File: src/rtl/idecoder_stage_pkg.sv
// rtl/idecoder_stage_pkg.sv - shared widths, opcodes and decode codes for idecoder_stage
package idecoder_stage_pkg;

  localparam int INST_WIDTH      = 32;
  localparam int OPCODE_WIDTH    = 7;
  localparam int INST_TYPE_WIDTH = 4;
  localparam int REG_WIDTH       = 5;
  localparam int FUNCT_WIDTH     = 5;

  localparam logic [OPCODE_WIDTH-1:0] OPC_LUI    = 7'h37;
  localparam logic [OPCODE_WIDTH-1:0] OPC_AUIPC  = 7'h17;
  localparam logic [OPCODE_WIDTH-1:0] OPC_JAL    = 7'h6F;
  localparam logic [OPCODE_WIDTH-1:0] OPC_JALR   = 7'h67;
  localparam logic [OPCODE_WIDTH-1:0] OPC_BRANCH = 7'h63;
  localparam logic [OPCODE_WIDTH-1:0] OPC_LOAD   = 7'h03;
  localparam logic [OPCODE_WIDTH-1:0] OPC_STORE  = 7'h23;
  localparam logic [OPCODE_WIDTH-1:0] OPC_OP_IMM = 7'h13;
  localparam logic [OPCODE_WIDTH-1:0] OPC_OP     = 7'h33;

  // Code 0 is reserved: illegal entries carry inst_type = 0.
  typedef enum logic [INST_TYPE_WIDTH-1:0] {
    IT_NONE    = 4'd0,
    IT_LUI     = 4'd1,
    IT_INT_IMM = 4'd2,
    IT_INT_REG = 4'd3,
    IT_JAL     = 4'd4,
    IT_BRANCH  = 4'd5,
    IT_STORE   = 4'd6,
    IT_LOAD    = 4'd7,
    IT_AUIPC   = 4'd8,
    IT_JALR    = 4'd9
  } inst_type_e;

  // Code 0 means "no function" (LUI/AUIPC/JAL/JALR and illegal entries).
  typedef enum logic [FUNCT_WIDTH-1:0] {
    F_NONE       = 5'd0,
    F_ADD        = 5'd1,
    F_SUB        = 5'd2,
    F_SLL        = 5'd3,
    F_SLT        = 5'd4,
    F_SLTU       = 5'd5,
    F_XOR        = 5'd6,
    F_SRL        = 5'd7,
    F_SRA        = 5'd8,
    F_OR         = 5'd9,
    F_AND        = 5'd10,
    F_EQ         = 5'd11,
    F_NEQ        = 5'd12,
    F_LT         = 5'd13,
    F_GTE        = 5'd14,
    F_LTU        = 5'd15,
    F_GTEU       = 5'd16,
    F_MEM_BYTE   = 5'd17,
    F_MEM_HWORD  = 5'd18,
    F_MEM_WORD   = 5'd19,
    F_MEM_BYTEU  = 5'd20,
    F_MEM_HWORDU = 5'd21
  } funct_e;

  // Width-independent part of one decoded buffer entry.
  typedef struct packed {
    logic [OPCODE_WIDTH-1:0]    opcode;
    logic [INST_TYPE_WIDTH-1:0] inst_type;
    logic [REG_WIDTH-1:0]       rd;
    logic [REG_WIDTH-1:0]       rs1;
    logic [REG_WIDTH-1:0]       rs2;
    logic [FUNCT_WIDTH-1:0]     funct;
    logic                       illegal;
  } dec_fields_t;

endpackage

File: src/rtl/idecoder_stage_core.sv
// rtl/idecoder_stage_core.sv - combinational RV32I field decoder (idecode_core)
// Ports:
//   i_inst   - raw 32-bit instruction
//   o_fields - opcode, inst_type, rd/rs1/rs2, funct, illegal
//   o_imm    - immediate, sign-extended to IMM_WIDTH
module idecode_core
  import idecoder_stage_pkg::*;
#(
  parameter int IMM_WIDTH = 32
) (
  input  logic [INST_WIDTH-1:0] i_inst,
  output dec_fields_t           o_fields,
  output logic [IMM_WIDTH-1:0]  o_imm
);

  logic [6:0]  w_opcode;
  logic [2:0]  w_funct3;
  logic [6:0]  w_funct7;
  logic [31:0] w_imm_i;
  logic [31:0] w_imm_s;
  logic [31:0] w_imm_b;
  logic [31:0] w_imm_u;
  logic [31:0] w_imm_j;
  logic [31:0] w_shamt;
  logic [31:0] w_imm32;
  logic        w_legal;
  dec_fields_t w_raw;

  assign w_opcode = i_inst[6:0];
  assign w_funct3 = i_inst[14:12];
  assign w_funct7 = i_inst[31:25];
  assign w_imm_i  = {{20{i_inst[31]}}, i_inst[31:20]};
  assign w_imm_s  = {{20{i_inst[31]}}, i_inst[31:25], i_inst[11:7]};
  assign w_imm_b  = {{19{i_inst[31]}}, i_inst[31], i_inst[7], i_inst[30:25], i_inst[11:8], 1'b0};
  assign w_imm_u  = {i_inst[31:12], 12'h000};
  assign w_imm_j  = {{11{i_inst[31]}}, i_inst[31], i_inst[19:12], i_inst[20], i_inst[30:21], 1'b0};
  assign w_shamt  = {27'd0, i_inst[24:20]};

  always_comb begin
    w_raw        = '0;
    w_raw.opcode = w_opcode;
    w_imm32      = '0;
    w_legal      = 1'b1;
    case (w_opcode)
      OPC_LUI: begin
        w_raw.inst_type = IT_LUI;
        w_raw.rd        = i_inst[11:7];
        w_imm32         = w_imm_u;
      end
      OPC_AUIPC: begin
        w_raw.inst_type = IT_AUIPC;
        w_raw.rd        = i_inst[11:7];
        w_imm32         = w_imm_u;
      end
      OPC_JAL: begin
        w_raw.inst_type = IT_JAL;
        w_raw.rd        = i_inst[11:7];
        w_imm32         = w_imm_j;
      end
      OPC_JALR: begin
        w_raw.inst_type = IT_JALR;
        w_raw.rd        = i_inst[11:7];
        w_raw.rs1       = i_inst[19:15];
        w_imm32         = w_imm_i;
        w_legal         = (w_funct3 == 3'd0);
      end
      OPC_BRANCH: begin
        w_raw.inst_type = IT_BRANCH;
        w_raw.rs1       = i_inst[19:15];
        w_raw.rs2       = i_inst[24:20];
        w_imm32         = w_imm_b;
        case (w_funct3)
          3'd0:    w_raw.funct = F_EQ;
          3'd1:    w_raw.funct = F_NEQ;
          3'd4:    w_raw.funct = F_LT;
          3'd5:    w_raw.funct = F_GTE;
          3'd6:    w_raw.funct = F_LTU;
          3'd7:    w_raw.funct = F_GTEU;
          default: w_legal     = 1'b0;
        endcase
      end
      OPC_LOAD: begin
        w_raw.inst_type = IT_LOAD;
        w_raw.rd        = i_inst[11:7];
        w_raw.rs1       = i_inst[19:15];
        w_imm32         = w_imm_i;
        case (w_funct3)
          3'd0:    w_raw.funct = F_MEM_BYTE;
          3'd1:    w_raw.funct = F_MEM_HWORD;
          3'd2:    w_raw.funct = F_MEM_WORD;
          3'd4:    w_raw.funct = F_MEM_BYTEU;
          3'd5:    w_raw.funct = F_MEM_HWORDU;
          default: w_legal     = 1'b0;
        endcase
      end
      OPC_STORE: begin
        w_raw.inst_type = IT_STORE;
        w_raw.rs1       = i_inst[19:15];
        w_raw.rs2       = i_inst[24:20];
        w_imm32         = w_imm_s;
        case (w_funct3)
          3'd0:    w_raw.funct = F_MEM_BYTE;
          3'd1:    w_raw.funct = F_MEM_HWORD;
          3'd2:    w_raw.funct = F_MEM_WORD;
          default: w_legal     = 1'b0;
        endcase
      end
      OPC_OP_IMM: begin
        w_raw.inst_type = IT_INT_IMM;
        w_raw.rd        = i_inst[11:7];
        w_raw.rs1       = i_inst[19:15];
        w_imm32         = w_imm_i;
        case (w_funct3)
          3'd0: w_raw.funct = F_ADD;
          3'd2: w_raw.funct = F_SLT;
          3'd3: w_raw.funct = F_SLTU;
          3'd4: w_raw.funct = F_XOR;
          3'd6: w_raw.funct = F_OR;
          3'd7: w_raw.funct = F_AND;
          // Shift-immediates reuse imm[11:5] as funct7; the immediate is the shamt.
          3'd1: begin
            w_raw.funct = F_SLL;
            w_imm32     = w_shamt;
            w_legal     = (w_funct7 == 7'h00);
          end
          default: begin
            w_imm32 = w_shamt;
            if (w_funct7 == 7'h00)      w_raw.funct = F_SRL;
            else if (w_funct7 == 7'h20) w_raw.funct = F_SRA;
            else                        w_legal     = 1'b0;
          end
        endcase
      end
      OPC_OP: begin
        w_raw.inst_type = IT_INT_REG;
        w_raw.rd        = i_inst[11:7];
        w_raw.rs1       = i_inst[19:15];
        w_raw.rs2       = i_inst[24:20];
        if (w_funct7 == 7'h00) begin
          case (w_funct3)
            3'd0:    w_raw.funct = F_ADD;
            3'd1:    w_raw.funct = F_SLL;
            3'd2:    w_raw.funct = F_SLT;
            3'd3:    w_raw.funct = F_SLTU;
            3'd4:    w_raw.funct = F_XOR;
            3'd5:    w_raw.funct = F_SRL;
            3'd6:    w_raw.funct = F_OR;
            default: w_raw.funct = F_AND;
          endcase
        end else if (w_funct7 == 7'h20) begin
          case (w_funct3)
            3'd0:    w_raw.funct = F_SUB;
            3'd5:    w_raw.funct = F_SRA;
            default: w_legal     = 1'b0;
          endcase
        end else begin
          w_legal = 1'b0;
        end
      end
      default: w_legal = 1'b0;
    endcase
    if (w_opcode[1:0] != 2'b11) w_legal = 1'b0;
  end

  // Illegal instructions keep only the opcode; every other field is zeroed.
  always_comb begin
    o_fields         = '0;
    o_fields.opcode  = w_opcode;
    o_fields.illegal = 1'b1;
    o_imm            = '0;
    if (w_legal) begin
      o_fields         = w_raw;
      o_fields.illegal = 1'b0;
      o_imm            = IMM_WIDTH'($signed(w_imm32));
    end
  end

endmodule

File: src/rtl/idecoder_stage.sv
// rtl/idecoder_stage.sv - decode stage with a FIFO of decoded entries between fetch and execute
// Ports:
//   clk, rst                            - clock, asynchronous active-high reset
//   in_valid/in_ready, in_inst, in_pc   - fetch-side handshake and payload
//   flush                               - drop all buffered entries
//   out_valid/out_ready                 - execute-side handshake
//   out_opcode .. out_illegal, out_pc   - head entry, zero while out_valid=0
module idecoder_stage
  import idecoder_stage_pkg::*;
#(
  parameter int IMM_WIDTH = 32,
  parameter int BUF_DEPTH = 2,
  parameter int PC_WIDTH  = 32
) (
  input  logic                       clk,
  input  logic                       rst,
  input  logic                       in_valid,
  output logic                       in_ready,
  input  logic [INST_WIDTH-1:0]      in_inst,
  input  logic [PC_WIDTH-1:0]        in_pc,
  input  logic                       flush,
  output logic                       out_valid,
  input  logic                       out_ready,
  output logic [OPCODE_WIDTH-1:0]    out_opcode,
  output logic [INST_TYPE_WIDTH-1:0] out_inst_type,
  output logic [IMM_WIDTH-1:0]       out_imm,
  output logic [REG_WIDTH-1:0]       out_rd,
  output logic [REG_WIDTH-1:0]       out_rs1,
  output logic [REG_WIDTH-1:0]       out_rs2,
  output logic [FUNCT_WIDTH-1:0]     out_funct,
  output logic [PC_WIDTH-1:0]        out_pc,
  output logic                       out_illegal
);

  localparam int PTR_W = (BUF_DEPTH > 1) ? $clog2(BUF_DEPTH) : 1;
  localparam int CNT_W = $clog2(BUF_DEPTH + 1);
  localparam logic [PTR_W-1:0] LAST_PTR  = PTR_W'(BUF_DEPTH - 1);
  localparam logic [CNT_W-1:0] DEPTH_CNT = CNT_W'(BUF_DEPTH);

  dec_fields_t            w_dec_fields;
  logic [IMM_WIDTH-1:0]   w_dec_imm;
  dec_fields_t            w_head;
  logic                   w_push;
  logic                   w_pop;
  logic                   w_out_valid;

  dec_fields_t            r_buf_fields [BUF_DEPTH];
  logic [IMM_WIDTH-1:0]   r_buf_imm    [BUF_DEPTH];
  logic [PC_WIDTH-1:0]    r_buf_pc     [BUF_DEPTH];
  logic [PTR_W-1:0]       r_wr_ptr;
  logic [PTR_W-1:0]       r_rd_ptr;
  logic [CNT_W-1:0]       r_count;
  // Holds in_ready low from reset until the first clock edge after release.
  logic                   r_ready_en;

  idecode_core #(
    .IMM_WIDTH (IMM_WIDTH)
  ) u_idecode_core (
    .i_inst   (in_inst),
    .o_fields (w_dec_fields),
    .o_imm    (w_dec_imm)
  );

  function automatic logic [PTR_W-1:0] next_ptr(input logic [PTR_W-1:0] p);
    return (p == LAST_PTR) ? '0 : p + 1'b1;
  endfunction

  assign in_ready    = r_ready_en && (r_count < DEPTH_CNT);
  assign w_out_valid = (r_count != '0);
  assign out_valid   = w_out_valid;
  // flush overrides both handshakes in its cycle.
  assign w_push      = in_valid && in_ready && !flush;
  assign w_pop       = w_out_valid && out_ready && !flush;

  always_ff @(posedge clk or posedge rst) begin
    if (rst) begin
      r_ready_en <= 1'b0;
      r_count    <= '0;
      r_wr_ptr   <= '0;
      r_rd_ptr   <= '0;
    end else begin
      r_ready_en <= 1'b1;
      if (flush) begin
        r_count  <= '0;
        r_wr_ptr <= '0;
        r_rd_ptr <= '0;
      end else begin
        if (w_push) r_wr_ptr <= next_ptr(r_wr_ptr);
        if (w_pop)  r_rd_ptr <= next_ptr(r_rd_ptr);
        if (w_push && !w_pop)      r_count <= r_count + 1'b1;
        else if (!w_push && w_pop) r_count <= r_count - 1'b1;
      end
    end
  end

  always_ff @(posedge clk) begin
    if (w_push) begin
      r_buf_fields[r_wr_ptr] <= w_dec_fields;
      r_buf_imm[r_wr_ptr]    <= w_dec_imm;
      r_buf_pc[r_wr_ptr]     <= in_pc;
    end
  end

  assign w_head = r_buf_fields[r_rd_ptr];

  always_comb begin
    out_opcode    = '0;
    out_inst_type = '0;
    out_imm       = '0;
    out_rd        = '0;
    out_rs1       = '0;
    out_rs2       = '0;
    out_funct     = '0;
    out_pc        = '0;
    out_illegal   = 1'b0;
    if (w_out_valid) begin
      out_opcode    = w_head.opcode;
      out_inst_type = w_head.inst_type;
      out_imm       = r_buf_imm[r_rd_ptr];
      out_rd        = w_head.rd;
      out_rs1       = w_head.rs1;
      out_rs2       = w_head.rs2;
      out_funct     = w_head.funct;
      out_pc        = r_buf_pc[r_rd_ptr];
      out_illegal   = w_head.illegal;
    end
  end

endmodule

File: config.mk
export PLATFORM = sky130hd
export DESIGN_NAME = idecoder_stage
export DESIGN_NICKNAME = d
export VERILOG_FILES = /design/src/rtl/idecoder_stage_pkg.sv /design/src/rtl/idecoder_stage_core.sv /design/src/rtl/idecoder_stage.sv
export SDC_FILE = /design/constraint.sdc
export NUM_CORES = 1
export LEC_CHECK = 0
export CAP_MARGIN = 20
export CELL_PAD_IN_SITES_DETAIL_PLACEMENT = 0
export CELL_PAD_IN_SITES_GLOBAL_PLACEMENT = 1
export CORE_ASPECT_RATIO = 1.2
export CORE_MARGIN = 2
export CORE_UTILIZATION = 42
export CTS_CLUSTER_SIZE = 30
export DETAILED_ROUTE_END_ITERATION = 6
export PLACE_DENSITY = 0.83
export SLEW_MARGIN = 20
export SYNTH_ARGS = -nofsm -noshare
export SYNTH_HDL_FRONTEND = slang
export SYNTH_SLANG_ARGS = --single-unit
File: constraint.sdc
create_clock -name clk -period 11 [get_ports clk]
set_input_delay 2.2 -clock clk [delete_from_list [all_inputs] [get_ports clk]]
set_output_delay 2.2 -clock clk [all_outputs]
set_load 0.005 [all_outputs]
### Word-level counts from Yosys, hierarchy flattened

Memories as Yosys holds them, arrays and structs flattened.
Cells that the tools add are included.

| word-level totals | value |
|---|---|
| output and inout bits | 98 |
| bits in writable memories | 192 |
| memories | 3 |
| register bits | 5 |

Memories:

| name | words | width | rd ports | clocked after Yosys merged registers in | write ports | line | source |
|---|---|---|---|---|---|---|---|
| r_buf_fields | 2 | 32 | 1 | 0 | 1 | idecoder_stage.sv:47 | `dec_fields_t r_buf_fields [BUF_DEPTH];` |
| r_buf_imm | 2 | 32 | 1 | 0 | 1 | idecoder_stage.sv:48 | `logic [IMM_WIDTH-1:0] r_buf_imm [BUF_DEPTH];` |
| r_buf_pc | 2 | 32 | 1 | 0 | 1 | idecoder_stage.sv:49 | `logic [PC_WIDTH-1:0] r_buf_pc [BUF_DEPTH];` |

| operators by class | value |
|---|---|
| equality and inequality tests | 18 |
| add/subtract/negate cells | 4 |
| reduce and logical (&&, ||, !) cells | 27 |
| order comparisons | 1 |
| mux-type cells | 50 |

Operators by type and width:

| cell | count |
|---|---|
| 32-bit one-hot mux with 6 select lines | 1 |
| 32-bit two-way mux | 4 |
| 5-bit one-hot mux with 5 select lines | 2 |
| 5-bit two-way mux | 9 |
| 4-bit one-hot mux with 9 select lines | 1 |
| 5-bit one-hot mux with 7 select lines | 1 |
| 5-bit one-hot mux with 6 select lines | 1 |
| 7-bit by 6-bit equality test with 1-bit output (second input constant) | 4 |
| 4-bit one-hot mux with 7 select lines | 1 |
| 25-bit two-way mux | 1 |
| 7-bit equality test (second input constant) | 3 |
| 1-bit two-way mux | 18 |
| 6-bit OR reduction | 3 |
| 5-bit one-hot mux with 3 select lines | 1 |
| 7-bit by 5-bit equality test with 1-bit output (second input constant) | 2 |
| 3-bit equality test (second input constant) | 4 |
| 4-bit two-way mux | 3 |
| 3-bit OR reduction | 3 |
| 4-bit one-hot mux with 2 select lines | 1 |
| 7-bit by 2-bit equality test with 1-bit output (second input constant) | 1 |
| 1-bit logical AND | 7 |
| 7-bit logical NOT | 1 |
| 7-bit two-way mux | 1 |
| 1-bit one-hot mux with 7 select lines | 1 |
| other kinds (16) | 26 |

### Logic depth before layout (Yosys ltp)

| logic depth | value |
|---|---|
| word-level depth | 9 |
| depth in mapped cells | 11 |

### Modules after synthesis

From an unflattened synthesis, not the netlist that was laid out.

| second synthesis, totals | value |
|---|---|
| cell total of the unflattened synthesis | 643 |
| area, all modules | 8734.6 µm² |

Modules (own cells, without submodules):

| module | instances | seq. area each (µm²) | area an instance (µm²) | cells an instance |
|---|---|---|---|---|
| idecoder_stage | 1 | 5890.6 | 7509.7 | 432 |
| idecode_core | 1 | 0.0 | 1224.9 | 211 |

### Worst setup path before layout

OpenSTA, ideal clock, no wires.

| timing | value |
|---|---|
| path kind | in2reg |
| from | input in_valid |
| to | memory r_buf_fields[1][0] (netlist bit) (enable) |
| library setup time | 690 ps |
| slack | 779 ps |
| stages on the path | 3 |
| arrival | 9531 ps |
| cells stage by stage | nand2_1 > or2_2 > nor3b_1 |

| between the ends | value |
|---|---|
| cells in the longest elaborated chain, start to end | 4 |

Ends and longest elaborated chain:

| element | line | source |
|---|---|---|
| start, declared | idecoder_stage.sv:17 | `input logic in_valid,` |
| 1-bit logical AND (2 in series) | idecoder_stage.sv:72 | `assign w_push = in_valid && in_ready && !flush;` |
| 1-bit two-way mux | idecoder_stage.sv:97 | `if (w_push) begin` |
| 1-bit two-way mux (implied by the code) | idecoder_stage.sv:98 | `r_buf_fields[r_wr_ptr] <= w_dec_fields;` |
| end, declared | idecoder_stage.sv:47 |  |

Every way passes these cells.

### Worst setup path after layout

| timing | value |
|---|---|
| from | register r_rd_ptr |
| to | output out_funct[1] |

| between the ends | value |
|---|---|
| cells in the longest elaborated chain, start to end | 2 |

Ends and longest elaborated chain:

| element | line | source |
|---|---|---|
| start, declared | idecoder_stage.sv:51 | `logic [PTR_W-1:0] r_rd_ptr;` |
| start signal, assigned | idecoder_stage.sv:89 | `if (w_pop) r_rd_ptr <= next_ptr(r_rd_ptr);` |
| memory 2 x 32 bit | - |  |
| 5-bit two-way mux | idecoder_stage.sv:116 | `if (w_out_valid) begin` |
| end, declared | idecoder_stage.sv:30 | `output logic [FUNCT_WIDTH-1:0] out_funct,` |

Every way passes these cells.

==> impl_metrics.toml <==
[sta]
finClkSkew_ns = 0.008398
rsz0062_at_grt = "no"
final_max_slew_viol_count = 0
period_share_pct = 49.62
slew_headroom_pct = 40.41
period_needed_ns = 5.459
fmax_ghz = 0.1832
setup_viol = 0
finalSetupTns_ns = 0
tightestPinTransition_ns = 0.8939
hold_violations = 0

[global_routing]
grt_max_degree = 64
gr-total-overflow = 0
grt_pass1_vias = 5574
grt_use_total_pct = 18.30
antenna_found_initial = 1
grt_pass1_wl_um = 30370

[outcome]
outcome = "complete, no violations"

[floorplanning]
rows = 58
start_util_pct = 42.48
die_y_um = 162.7
die_area_um2 = 22170
placeableCoreArea_um2 = 20750
ioPinCount = 167
die_w_um = 136.3

[power_and_ir_drop]
peakVddDrop_v = 0.0001098
power.density_nw_per_um2 = 141.6
leakage_uw = 0.003541

[clocking]
cts_root_buffer = "clkbuf_16"
cts_hold_buf = 0
htreeDepth = 4
clk_pin_slew_ns = 0.07
cts_buffer_depth = 2
cts_tree = "done"
cts_buffers = 17
clock-sinks = 197
cts_setup_buffers = 0
clkLatencyLatePin_ns = 0.44
cts_resized = 0

[placed_design]
place_congestion = 0.8614
placed_cell_area_um2 = 10680
port_buffers = 166
place_hpwl_um = 13590

[final_layout]
nets = 896
utilization_pct = 54.27
drive_above_1_share_pct = 6.108
area_growth_pct = 27.74
final_area_um2 = 11260
diodes = 0

[synthesis]
syn_inst = 674
synth_top_area_share_pct = 65.39
yosysWarnings = 0
yosysTopAreaCell = "edfxtp_1"
ys_seq_area_share_pct = 66.81
synthTopCellsByArea = "edfxtp_1 65%, mux2i_1 11%, nor2_1 5.5%"
synth-compound-area-share_pct = 5.591
syn_area_per_cell_um2 = 13.08
yosysMostFrequentCell = "edfxtp_1"
ys_top_cells_by_count = "192 x edfxtp_1, 129 x nor2_1, 99 x mux2i_1"
synthSimpleGateAreaFrac_pct = 12.16
synth_top_flop_cell = "edfxtp_1"
synth_xor_area_share_pct = 0.3973
ys_seq_elements = 197
ys_types = 61
synth.area.mux_share_pct = 11.54
synth_top_family_by_area = "simple AND/OR/NAND/NOR gates"
syn_nets = 748
syn_area_um2 = 8817
synthArstFlopShare_pct = 2.538
synth_edf_count = 192
synth_fa_ha_area_share_pct = 0.7095

[critical_path]
worstPathRequired_ns = 8.80
slowest_delay_ns = 1.01
crit_type = "reg2out"
regToRegStartpoint = "r_count[1]"
path_max_fanout = 50
crit_family = "buffers and inverters"
crit_end = "out_funct[1]"
cp.arrival_ns = 3.26
crit_start = "r_rd_ptr"
worst-path-buf-inv = 2
timing.rr.end = "r_buf_imm[1][1]"
path_depth = 4
crit_slowest_cell = "dfrtp_4"
reg2regPathDepth = 3
r2r_slack_ns = 8.88
crit_chain = "buf_4, mux2i_1, nor2_1, clkdlybuf4s50_1"
worst_setup_path_start_kind = "register"
cp-end-kind = "output pin"

[drt]
dr_total_vias = 5817
dr.pass1.iters = 5
drc_errors = 0
drtIter0Drc = 532
drtAntennaViolNets = 0
avgViaCountPerCell = 5.264
avgRoutedWirePerCell_um = 18.06
routed_wl_um = 19960

[worst_hold_path]
holdCritPathClass = "reg2reg"

[job]
drv_cap = 0
[metal layers]
layer,up-vias,GRT usage [%],wire [um]
met5,-,0,10
met4,2,4.830,259
met3,20,4.731,1225
met2,189,29.81,9856
met1,2824,24.42,8610
li1,2782,-,-
[power breakdown]
group | total, uW | leakage (uW) | switching, uW | internal [uW]
combinational | 156 | 0.00145 | 78.0 | 77.6
sequential | 842 | 0.00180 | 9.67 | 833
clock | 597 | 0.000284 | 293 | 305
total | 1600 | 0.00354 | 381 | 1210
[worst register-to-register path: cells and delay by family (launching register included)]
family / cells / cell delay (ns)
flip-flops: 1 / 0.46
buffers and inverters: 1 / 0.68
AND/OR/NAND/NOR: 2 / 0.56
[worst min path at each step]
stage               endpoint  startpoint  cells after the start  slack (ns)
global route        r_wr_ptr    r_wr_ptr                      2        0.61
detailed placement  r_wr_ptr    r_wr_ptr                      2        0.58
CTS                 r_wr_ptr    r_wr_ptr                      2        0.60
global placement    r_wr_ptr    r_wr_ptr                      2        0.56
finish              r_wr_ptr    r_wr_ptr                      2        0.59
floorplan           r_wr_ptr    r_wr_ptr                      2        0.52
[stage by stage]
step	instances	total power, uW	setup WS (ns)	hold slack, ns
finish	1105	1595	5.541	0.5941
floorplan	674	937.8	0.7794	0.5247
detailed placement	1073	1017	5.281	0.5756
CTS	1105	1608	5.462	0.5963
global route	1105	1654	5.349	0.6140
global placement	1073	1016	5.358	0.5635
[state kept, by name (all words and copies together) (netlist names)]
signal and cells:
r_wr_ptr 1, r_buf_imm 64, r_rd_ptr 1, r_ready_en 1, r_buf_fields 64, r_buf_pc 64, r_count 2
[kinds of logic after synthesis]
kind of cell             count (synthesis)
AO/OA/AOI/OAI                           75
other                                    1
flip-flops                             197
buffers and inverters                   53
AND/OR/NAND/NOR                        238
multiplexers                           101
adder cells (fa/ha/maj)                  5
XOR/XNOR                                 4
[cells in the final DEF, fill, tap and decap left out, types with 4 or more instances in the layout]
master / instances
inv_8: 7
nand3_1: 15
nor2_1: 128
inv_1: 8
clkbuf_16: 17
edfxtp_1: 192
nor3_1: 10
a21oi_1: 30
a22oi_1: 5
o21ai_0: 8
o31ai_1: 4
mux2i_1: 99
nand2_1: 37
nor2b_1: 5
nor4_1: 6
buf_4: 6
and3_1: 10
and2_1: 7
dfrtp_1: 4
ha_1: 5
clkdlybuf4s50_1: 166
[cell type report]
class	count	area, um^2
Multi-Input combinational cell	424	2701
Timing Repair Buffer	172	1707
Clock inverter	15	157.7
Inverter	10	40.04
Tap cell	270	337.8
Sequential cell	197	5894
Fill cell	1756	9492
Clock buffer	17	425.4
Note: power is estimated with default switching activity, not from simulation.
